===== src/rtl/freq_pkg.sv =====
// Shared types and constants for the frequency-gate measurement block.
//   freq_state_t     : sequencer states
//   CNT_W_DEF        : default edge-counter / result width
//   MAX_COUNT_DEF    : default saturation value (largest displayable count)
//   RANGE_LOW_THRESH : a fast-range result below this drops back to the slow range
package freq_pkg;

    typedef enum logic [1:0] {
        ST_IDLE  = 2'd0,
        ST_GATE  = 2'd1,
        ST_LATCH = 2'd2,
        ST_HOLD  = 2'd3
    } freq_state_t;

    localparam int CNT_W_DEF        = 16;
    localparam int MAX_COUNT_DEF    = 9999;
    localparam int RANGE_LOW_THRESH = 900;

endpackage


===== src/rtl/freq_gate_ctrl_sig_sync_edge.sv =====
// Brings the asynchronous measured signal into the clk domain and produces a
// one-cycle pulse on each synchronised rising edge.
// Ports:
//   clk   - system clock
//   reset - synchronous, active-low reset (clears all flops)
//   din   - asynchronous input
//   rise  - one-cycle pulse, high while the 2nd sync flop is 1 and the 3rd is 0
module sig_sync_edge (
    input  logic clk,
    input  logic reset,
    input  logic din,
    output logic rise
);

    logic s1, s2, s3;

    always_ff @(posedge clk) begin
        if (!reset) begin
            s1 <= 1'b0;
            s2 <= 1'b0;
            s3 <= 1'b0;
        end else begin
            s1 <= din;
            s2 <= s1;
            s3 <= s2;
        end
    end

    assign rise = s2 & ~s3;

endmodule


===== src/rtl/freq_gate_ctrl.sv =====
// Frequency measurement sequencer: counts synchronised rising edges of sigin
// inside a gate window of exact length, latches a saturated result, holds it
// for a display interval and restarts while run is high.
// Optional feature macro: FREQ_AUTORANGE_EN (gate length selected by range).
// Ports:
//   clk        - system clock
//   reset      - synchronous, active-low reset
//   sigin      - asynchronous measured signal
//   run        - 1 = keep measuring, 0 = stop (abort if in the gate)
//   freq       - last latched edge count
//   freq_valid - one-cycle pulse when freq updates
//   overflow   - last measurement exceeded MAX_COUNT
//   busy       - high in GATE, LATCH, HOLD
//   gate       - high while edges are counted
//   range      - 1 = short gate (GATE_CYCLES/10); tied 0 without the feature
//
// state    | meaning
// ---------+------------------------------------------------------------
// ST_IDLE  | waiting for run, count held at 0
// ST_GATE  | counting edge pulses, gate timer running
// ST_LATCH | one cycle: publish count/overflow, load hold timer
// ST_HOLD  | display hold, then restart or go idle
module freq_gate_ctrl
    import freq_pkg::*;
#(
    parameter int GATE_CYCLES = 100_000_000,
    parameter int HOLD_CYCLES = 10_000_000,
    parameter int CNT_W       = CNT_W_DEF,
    parameter int MAX_COUNT   = MAX_COUNT_DEF
) (
    input  logic             clk,
    input  logic             reset,
    input  logic             sigin,
    input  logic             run,
    output logic [CNT_W-1:0] freq,
    output logic             freq_valid,
    output logic             overflow,
    output logic             busy,
    output logic             gate,
    output logic             range
);

    localparam int TMR_MAX = (GATE_CYCLES > HOLD_CYCLES) ? GATE_CYCLES : HOLD_CYCLES;
    localparam int TMR_W   = $clog2(TMR_MAX);
    localparam logic [TMR_W-1:0] GATE_LOAD = TMR_W'(GATE_CYCLES - 1);
    localparam logic [TMR_W-1:0] HOLD_LOAD = TMR_W'(HOLD_CYCLES - 1);
    localparam logic [CNT_W-1:0] CNT_MAX   = CNT_W'(MAX_COUNT);

    freq_state_t      state, state_nxt;
    logic [TMR_W-1:0] timer, timer_nxt;
    logic [TMR_W-1:0] gate_load;
    logic [CNT_W-1:0] count, count_nxt;
    logic [CNT_W-1:0] freq_nxt;
    logic             ovf_flag, ovf_flag_nxt;
    logic             overflow_nxt;
    logic             valid_nxt;
    logic             rise;

    sig_sync_edge u_sync (
        .clk   (clk),
        .reset (reset),
        .din   (sigin),
        .rise  (rise)
    );

`ifdef FREQ_AUTORANGE_EN
    localparam int GATE_SHORT = (GATE_CYCLES / 10 > 0) ? GATE_CYCLES / 10 : 1;
    localparam logic [TMR_W-1:0] GATE_LOAD_SHORT = TMR_W'(GATE_SHORT - 1);
    localparam logic [CNT_W-1:0] RANGE_LOW       = CNT_W'(RANGE_LOW_THRESH);

    logic range_q, range_nxt;

    always_ff @(posedge clk) begin
        if (!reset) range_q <= 1'b0;
        else        range_q <= range_nxt;
    end

    // range is updated in LATCH, so a reload from HOLD already sees the new value
    assign gate_load = range_q ? GATE_LOAD_SHORT : GATE_LOAD;
    assign range     = range_q;
`else
    assign gate_load = GATE_LOAD;
    assign range     = 1'b0;
`endif

    always_ff @(posedge clk) begin
        if (!reset) begin
            state      <= ST_IDLE;
            timer      <= '0;
            count      <= '0;
            ovf_flag   <= 1'b0;
            freq       <= '0;
            freq_valid <= 1'b0;
            overflow   <= 1'b0;
        end else begin
            state      <= state_nxt;
            timer      <= timer_nxt;
            count      <= count_nxt;
            ovf_flag   <= ovf_flag_nxt;
            freq       <= freq_nxt;
            freq_valid <= valid_nxt;
            overflow   <= overflow_nxt;
        end
    end

    always_comb begin
        state_nxt    = state;
        timer_nxt    = timer;
        count_nxt    = count;
        ovf_flag_nxt = ovf_flag;
        freq_nxt     = freq;
        valid_nxt    = 1'b0;
        overflow_nxt = overflow;
`ifdef FREQ_AUTORANGE_EN
        range_nxt    = range_q;
`endif
        case (state)
            ST_IDLE: begin
                count_nxt    = '0;
                ovf_flag_nxt = 1'b0;
                if (run) begin
                    timer_nxt = gate_load;
                    state_nxt = ST_GATE;
                end
            end
            ST_GATE: begin
                if (!run) begin
                    state_nxt = ST_IDLE;
                end else begin
                    // the edge seen on the terminal-count cycle still belongs to the window
                    if (rise) begin
                        if (count == CNT_MAX) ovf_flag_nxt = 1'b1;
                        else                  count_nxt    = count + CNT_W'(1);
                    end
                    if (timer == '0) state_nxt = ST_LATCH;
                    else             timer_nxt = timer - TMR_W'(1);
                end
            end
            ST_LATCH: begin
                freq_nxt     = count;
                overflow_nxt = ovf_flag;
                valid_nxt    = 1'b1;
                timer_nxt    = HOLD_LOAD;
                state_nxt    = ST_HOLD;
`ifdef FREQ_AUTORANGE_EN
                if (!range_q && ovf_flag)         range_nxt = 1'b1;
                else if (range_q && count < RANGE_LOW) range_nxt = 1'b0;
`endif
            end
            ST_HOLD: begin
                if (timer == '0) begin
                    if (run) begin
                        timer_nxt    = gate_load;
                        count_nxt    = '0;
                        ovf_flag_nxt = 1'b0;
                        state_nxt    = ST_GATE;
                    end else begin
                        state_nxt = ST_IDLE;
                    end
                end else begin
                    timer_nxt = timer - TMR_W'(1);
                end
            end
            default: state_nxt = ST_IDLE;
        endcase
    end

    assign gate = (state == ST_GATE);
    assign busy = (state != ST_IDLE);

endmodule


===== config.mk =====
export PLATFORM = sky130hd
export DESIGN_NAME = freq_gate_ctrl
export DESIGN_NICKNAME = d
export VERILOG_FILES = /design/src/rtl/freq_pkg.sv /design/src/rtl/freq_gate_ctrl_sig_sync_edge.sv /design/src/rtl/freq_gate_ctrl.sv
export SDC_FILE = /design/constraint.sdc
export NUM_CORES = 1
export LEC_CHECK = 0
export ABC_AREA = 1
export CAP_MARGIN = 20
export CORE_ASPECT_RATIO = 1.75
export CORE_MARGIN = 10
export CORE_UTILIZATION = 55
export CTS_CLUSTER_DIAMETER = 80
export CTS_CLUSTER_SIZE = 30
export DETAILED_ROUTE_END_ITERATION = 12
export GPL_TIMING_DRIVEN = 0
export PLACE_DENSITY = 0.73
export SYNTH_ARGS = -nofsm -noshare
export SYNTH_HDL_FRONTEND = slang
export SYNTH_SLANG_ARGS = --single-unit

===== constraint.sdc =====
create_clock -name clk -period 2.27 [get_ports clk]
set_input_delay 0.454 -clock clk [delete_from_list [all_inputs] [get_ports clk]]
set_output_delay 0.454 -clock clk [all_outputs]
set_load 0.03 [all_outputs]

==> After elaboration in Yosys (flattened, before gate mapping) <==
Cells that the tools add are included.
{ "totals": {"word_cells": 59, "output_inout_bits": 21, "regBits": 67, "input_bits": 4} }
{ "classes": {"n_mux": 24, "add_sub_neg": 2, "reduce_logical": 8, "n_bitwise": 2, "eq_ne": 13} }
{ "ops": {"columns": ["op", "n"], "rows": [
  ["$mux 27", 4],
  ["$pmux 27 s4", 1],
  ["$mux 16", 5],
  ["$pmux 16 s3", 1],
  ["$logic_not 27->1", 1],
  ["$sub 27x1->27 const B", 1],
  ["$add 16x1->16 const B", 1],
  ["$eq 16x14->1 const B", 1],
  ["$reduce_and 6->1", 2],
  ["$ne 2x2->1 const B", 5],
  ["$mux 2", 4],
  ["$pmux 2 s4", 1],
  ["$mux 1", 7],
  ["$ne 2x1->1 const B", 3],
  ["$eq 2x2->1 const B", 2],
  ["$ne 3x2->1 const B", 1],
  ["$pmux 1 s3", 1],
  ["$reduce_and 3->1", 1],
  ["$reduce_bool 3->1", 1],
  ["$eq 2x1->1 const B", 1],
  ["$logic_not 2->1", 1],
  ["$reduce_and 2->1", 1],
  ["$reduce_bool 2->1", 1],
  ["$and 1x1->1", 1],
  ["$not 1->1", 1]
]} }

==> Depth between registers and ports, before layout <==
{ "logic_depth": {"word_depth": 5, "depth_mapped": 14, "depth_no_buf": 13} }

==> By module <==
Synthesis repeated with hierarchy kept, for this count alone.
{ "hier_totals": {"cells_unflattened": 620, "area_unflattened_um2": 4063.9} }
{ "by_module_without_submodules": {"columns": ["mod", "cells_each", "instances", "area_per_inst_um2", "seq_area_each_um2"], "rows": [
  ["freq_gate_ctrl", 609, 1, 3971.3, 1281.2],
  ["sig_sync_edge", 11, 1, 92.6, 60.1]
]} }

==> Worst setup path before layout <==
Ideal clock, no wire load.
{ "synth_path": {"path_kind": "register to register", "start": "register timer[0]", "end": "register count[13]", "path_stages_with_launch": 13, "arrival_time_ns": 1.730, "path_slack_ns": 0.408, "n_path_buf": 1, "cell_sequence": "dfxtp_1 inv_1 ha_1 nand2_2 nor2_4 nand2_4 clkinv_4 nand2_4 a21boi_4 nand2_2 buf_6 nand2_1 a21oi_1"} }
{ "synth_via": {"elab_chain_cells": 3} }
{ "synth_lines": {"columns": ["element", "line_no", "source"], "rows": [
  ["from (decl)", "freq_gate_ctrl.sv:50", "logic [TMR_W-1:0] timer, timer_nxt;"],
  ["from (signal assigned)", "freq_gate_ctrl.sv:97", "timer <= timer_nxt;"],
  ["$logic_not 27->1", "freq_gate_ctrl.sv:151", "if (timer == '0) begin"],
  ["$ne 2x2->1 (no line)", null, null],
  ["$reduce_and 6->1 (no line)", null, null],
  ["to (signal assigned)", "freq_gate_ctrl.sv:98", "count <= count_nxt;"],
  ["to (decl)", "freq_gate_ctrl.sv:52", "logic [CNT_W-1:0] count, count_nxt;"]
]} }
Every way passes these cells.
A chain may end at the register's enable or synchronous reset.

==> Final worst setup path <==
{ "layout_path": {"start": "register state[0]", "end": "output port gate"} }
{ "layout_via": {"elab_chain_cells": 1} }
{ "layout_lines": {"columns": ["element", "line_no", "source"], "rows": [
  ["from (decl)", "freq_gate_ctrl.sv:49", "freq_state_t state, state_nxt;"],
  ["from (signal assigned)", "freq_gate_ctrl.sv:96", "state <= state_nxt;"],
  ["$eq 2x1->1", "freq_gate_ctrl.sv:168", "assign gate = (state == ST_GATE);"],
  ["to (decl)", "freq_gate_ctrl.sv:39", "output logic gate,"]
]} }
Every way passes these cells.

==> reports/metrics.yaml <==
grt_pass1_wl_um: 20700
clk_path_buf_depth: 2
cts.sinks: 67
nets: 664
cp_max_fo: 9
drive_gt1_share_pct: 9.50
slew_violations: 0
routed_via_density: 5.80
design_area_um2: 4720
p_leak_nw: 1.95
finalSetupViolCount: 0
diodes: 0
wl_um: 12700
fill_cells: 682
clk_pin_slew_ns: 0.06
power-per-cell-area_nw_per_um2: 747
cts_tree: "yes"
coreArea_um2: 7130
relSlewSlack_pct: 59.1
clock_power_share_pct: 42.9
wl_per_cell_um: 16.9
min_period_ns: 2.18
synth_area_um2: 3970
critical_path_required_ns: 1.82
grt_max_degree: 13
maxCapViolCount: 0
io_buffers: 23
pwr-share-comb_pct: 19.8
async_reset_ff_share_pct: 0
via_count: 4343
hpwl_um: 9350
die_h_um: 132
die_area_um2: 11200
swShare_pct: 31.0
num_rows: 41
r2r_slack_ns: 0.16
outcome: "finished, final reports clean"
ant_nets: 0
whs_ns: 0.417
yosys_warnings: 0
die_x_um: 84.3
stdcell_count: 749
startpoint_type: "register"
worstPathArrival_ns: 1.72
post-route-drc-count: 0
max_slew.worst_pin.slew_ns: 0.614
seqPwrFrac_pct: 37.2
ctsHoldBuffers: 0
period_share_pct: 96.0
min_to: "u_sync.s2"
antenna_found_initial: 0
reg2reg_depth: 12
ir_drop_v: 0.000648
multiInputGateArea_um2: 2310
root_buffer: "clkbuf_16"
max_freq_mhz: 459
synthFlopType: "dfxtp_1"
whs_path_depth: 2
rsz0062_at_grt: "no"
grtUsageTotal_pct: 22.8
register_area_um2: 1340
syn2layout_area_growth_pct: 18.7
synth_cells: 617
finalClockSkew_ns: 0.00682
p_sw_w: 0.00109
clock_latency_ns: 0.34
hp-class: "register to register"
yosysSeqAreaShare_pct: 33.8
start_util_pct: 55.7
reg2reg_to: "timer[21]"
syn_avg_cell_area_um2: 6.44
worstSetupPathType: "register to primary output"
cts_buffers: 9
placed_area_um2: 4310
layout_common_cells: "120 x nand2_1, 97 x nor2_1, 67 x dfxtp_1, 57 x a21oi_1, 51 x nand3_1"
synth_edf_count: 0
total_power_w: 0.00352
drtIter0Drc: 297
dp.cells: 726
mostFrequentLayoutCell: "nand2_1"
grt_pass1_vias: 4328
endpoint_kind: "primary output"
ys_ff_latch: 67
gp_congestion: 0.977
synth_fp_nets: 623
p_int_w: 0.00243
r2r-start: "timer[0]"
ys_types: 33
ios: 25
min_from: "u_sync.s1"
dr.pass1.iters: 5
hold_viol: 0
grt_overflow: 0
htree_levels: 3
-- worst max-delay path by stage --
stage | end | slack (ns) | startpoint | depth (start not counted)
floorplan | count[13] | 0.41 | timer[0] | 12
global placement | timer[21] | -0.07 | timer[0] | 12
detailed placement | timer[21] | -0.1 | timer[0] | 12
CTS | timer[21] | 0.03 | timer[0] | 12
global route | timer[11] | 0.02 | timer[0] | 14
finish | gate | 0.09 | state[0] | 4
-- through the flow --
| step | TNS, ns | setup WS, ns | util (%) |
|---|---|---|---|
| 2_1_floorplan | 0 | 0.408 | - |
| 3_3_place_gp | -0.343 | -0.0671 | 60.5 |
| 3_5_place_dp | -0.725 | -0.0976 | 60.5 |
| 4_1_cts | 0 | 0.0337 | 65.2 |
| 5_1_grt | 0 | 0.0223 | 66.2 |
| 6_report | 0 | 0.0913 | 66.2 |
-- critical path: stages (launching register included) --
cell and delay, ns:
dfxtp_1 0.30, buf_2 0.25, nand2_2 0.22, clkinv_2 0.20, clkdlybuf4s15_1 0.40
-- cells by family after synthesis --
family	count (synthesis)	share of synthesized area (%)
simple gates	320	35.3
compound gates	113	14.7
buf+inv	84	8.88
flops	67	33.8
xor+xnor	30	6.61
fa+ha+maj	2	0.630
other cells	1	0.0944
-- flip-flops by register name, summed over array words and instances, names as in the netlist, named ones only --
name        flops
u_sync.s3       1
state           1
timer          27
ovf_flag        1
u_sync.s1       1
u_sync.s2       1
freq_valid      1
freq           16
count          16
overflow        1
-- synthesized netlist by cell type, types with 2 or more instances --
cell	number	area, µm²
nand2_4	2	22.5
nor2_2	2	12.5
o21ai_0	44	220
buf_2	8	40.0
nand4_1	16	100
clkbuf_1	13	48.8
nor2_1	97	364
xnor2_1	2	17.5
or2_2	2	12.5
ha_1	2	25.0
and2_1	2	12.5
o21ai_1	9	45.0
xor2_1	28	245
dfxtp_1	67	1340
nor2_4	3	33.8
nand3_1	51	255
buf_4	2	15.0
nand2_1	121	454
inv_2	6	22.5
nor3_1	17	85.1
nand2_2	4	25.0
inv_1	48	180
buf_6	2	22.5
clkinv_1	4	15.0
a21oi_1	57	285
-- metal layers --
layer | share of wire [%] | wire [µm] | up-vias | global-route usage, %
met5 | 0 | 0 | - | 0
met2 | 53 | 6690 | 169 | 40.7
met4 | 7.7 | 974 | 0 | 18.4
li1 | - | - | 2088 | -
met3 | 5.5 | 694 | 74 | 4.61
met1 | 34 | 4330 | 2012 | 21.6
-- power groups by stage --
stage | Combinational [W] | Clock, W | Sequential (W)
5_1_grt | 0.000776 | 0.00156 | 0.00132
4_1_cts | 0.000673 | 0.00152 | 0.00131
2_1_floorplan | 0.000502 | 0 | 0.00131
3_5_place_dp | 0.000659 | 0 | 0.00133
6_report | 0.000699 | 0.00151 | 0.00131
3_3_place_gp | 0.000647 | 0 | 0.00133
-- area by class of cell --
| cell class | instances | share of cell area [%] |
|---|---|---|
| flip-flops and latches | 67 | 28.4 |
| well taps | 86 | 2.28 |
| clock buffers | 10 | 4.85 |
| inverters | 59 | 4.83 |
| repair buffers | 30 | 5.89 |
| plain buffers | 25 | 2.84 |
| clock inverters | 6 | 1.91 |
| multi-input cells | 466 | 49.0 |
-- timing repair --
action                     in CTS  in global routing
gates cloned                    0                  0
hold endpoints to repair        0                  0
pin swaps                       1                  2
gates resized for setup         6                  9
setup buffers                   2                  5
setup endpoints to repair      22                 46
Note: power is estimated with default switching activity, not from simulation.
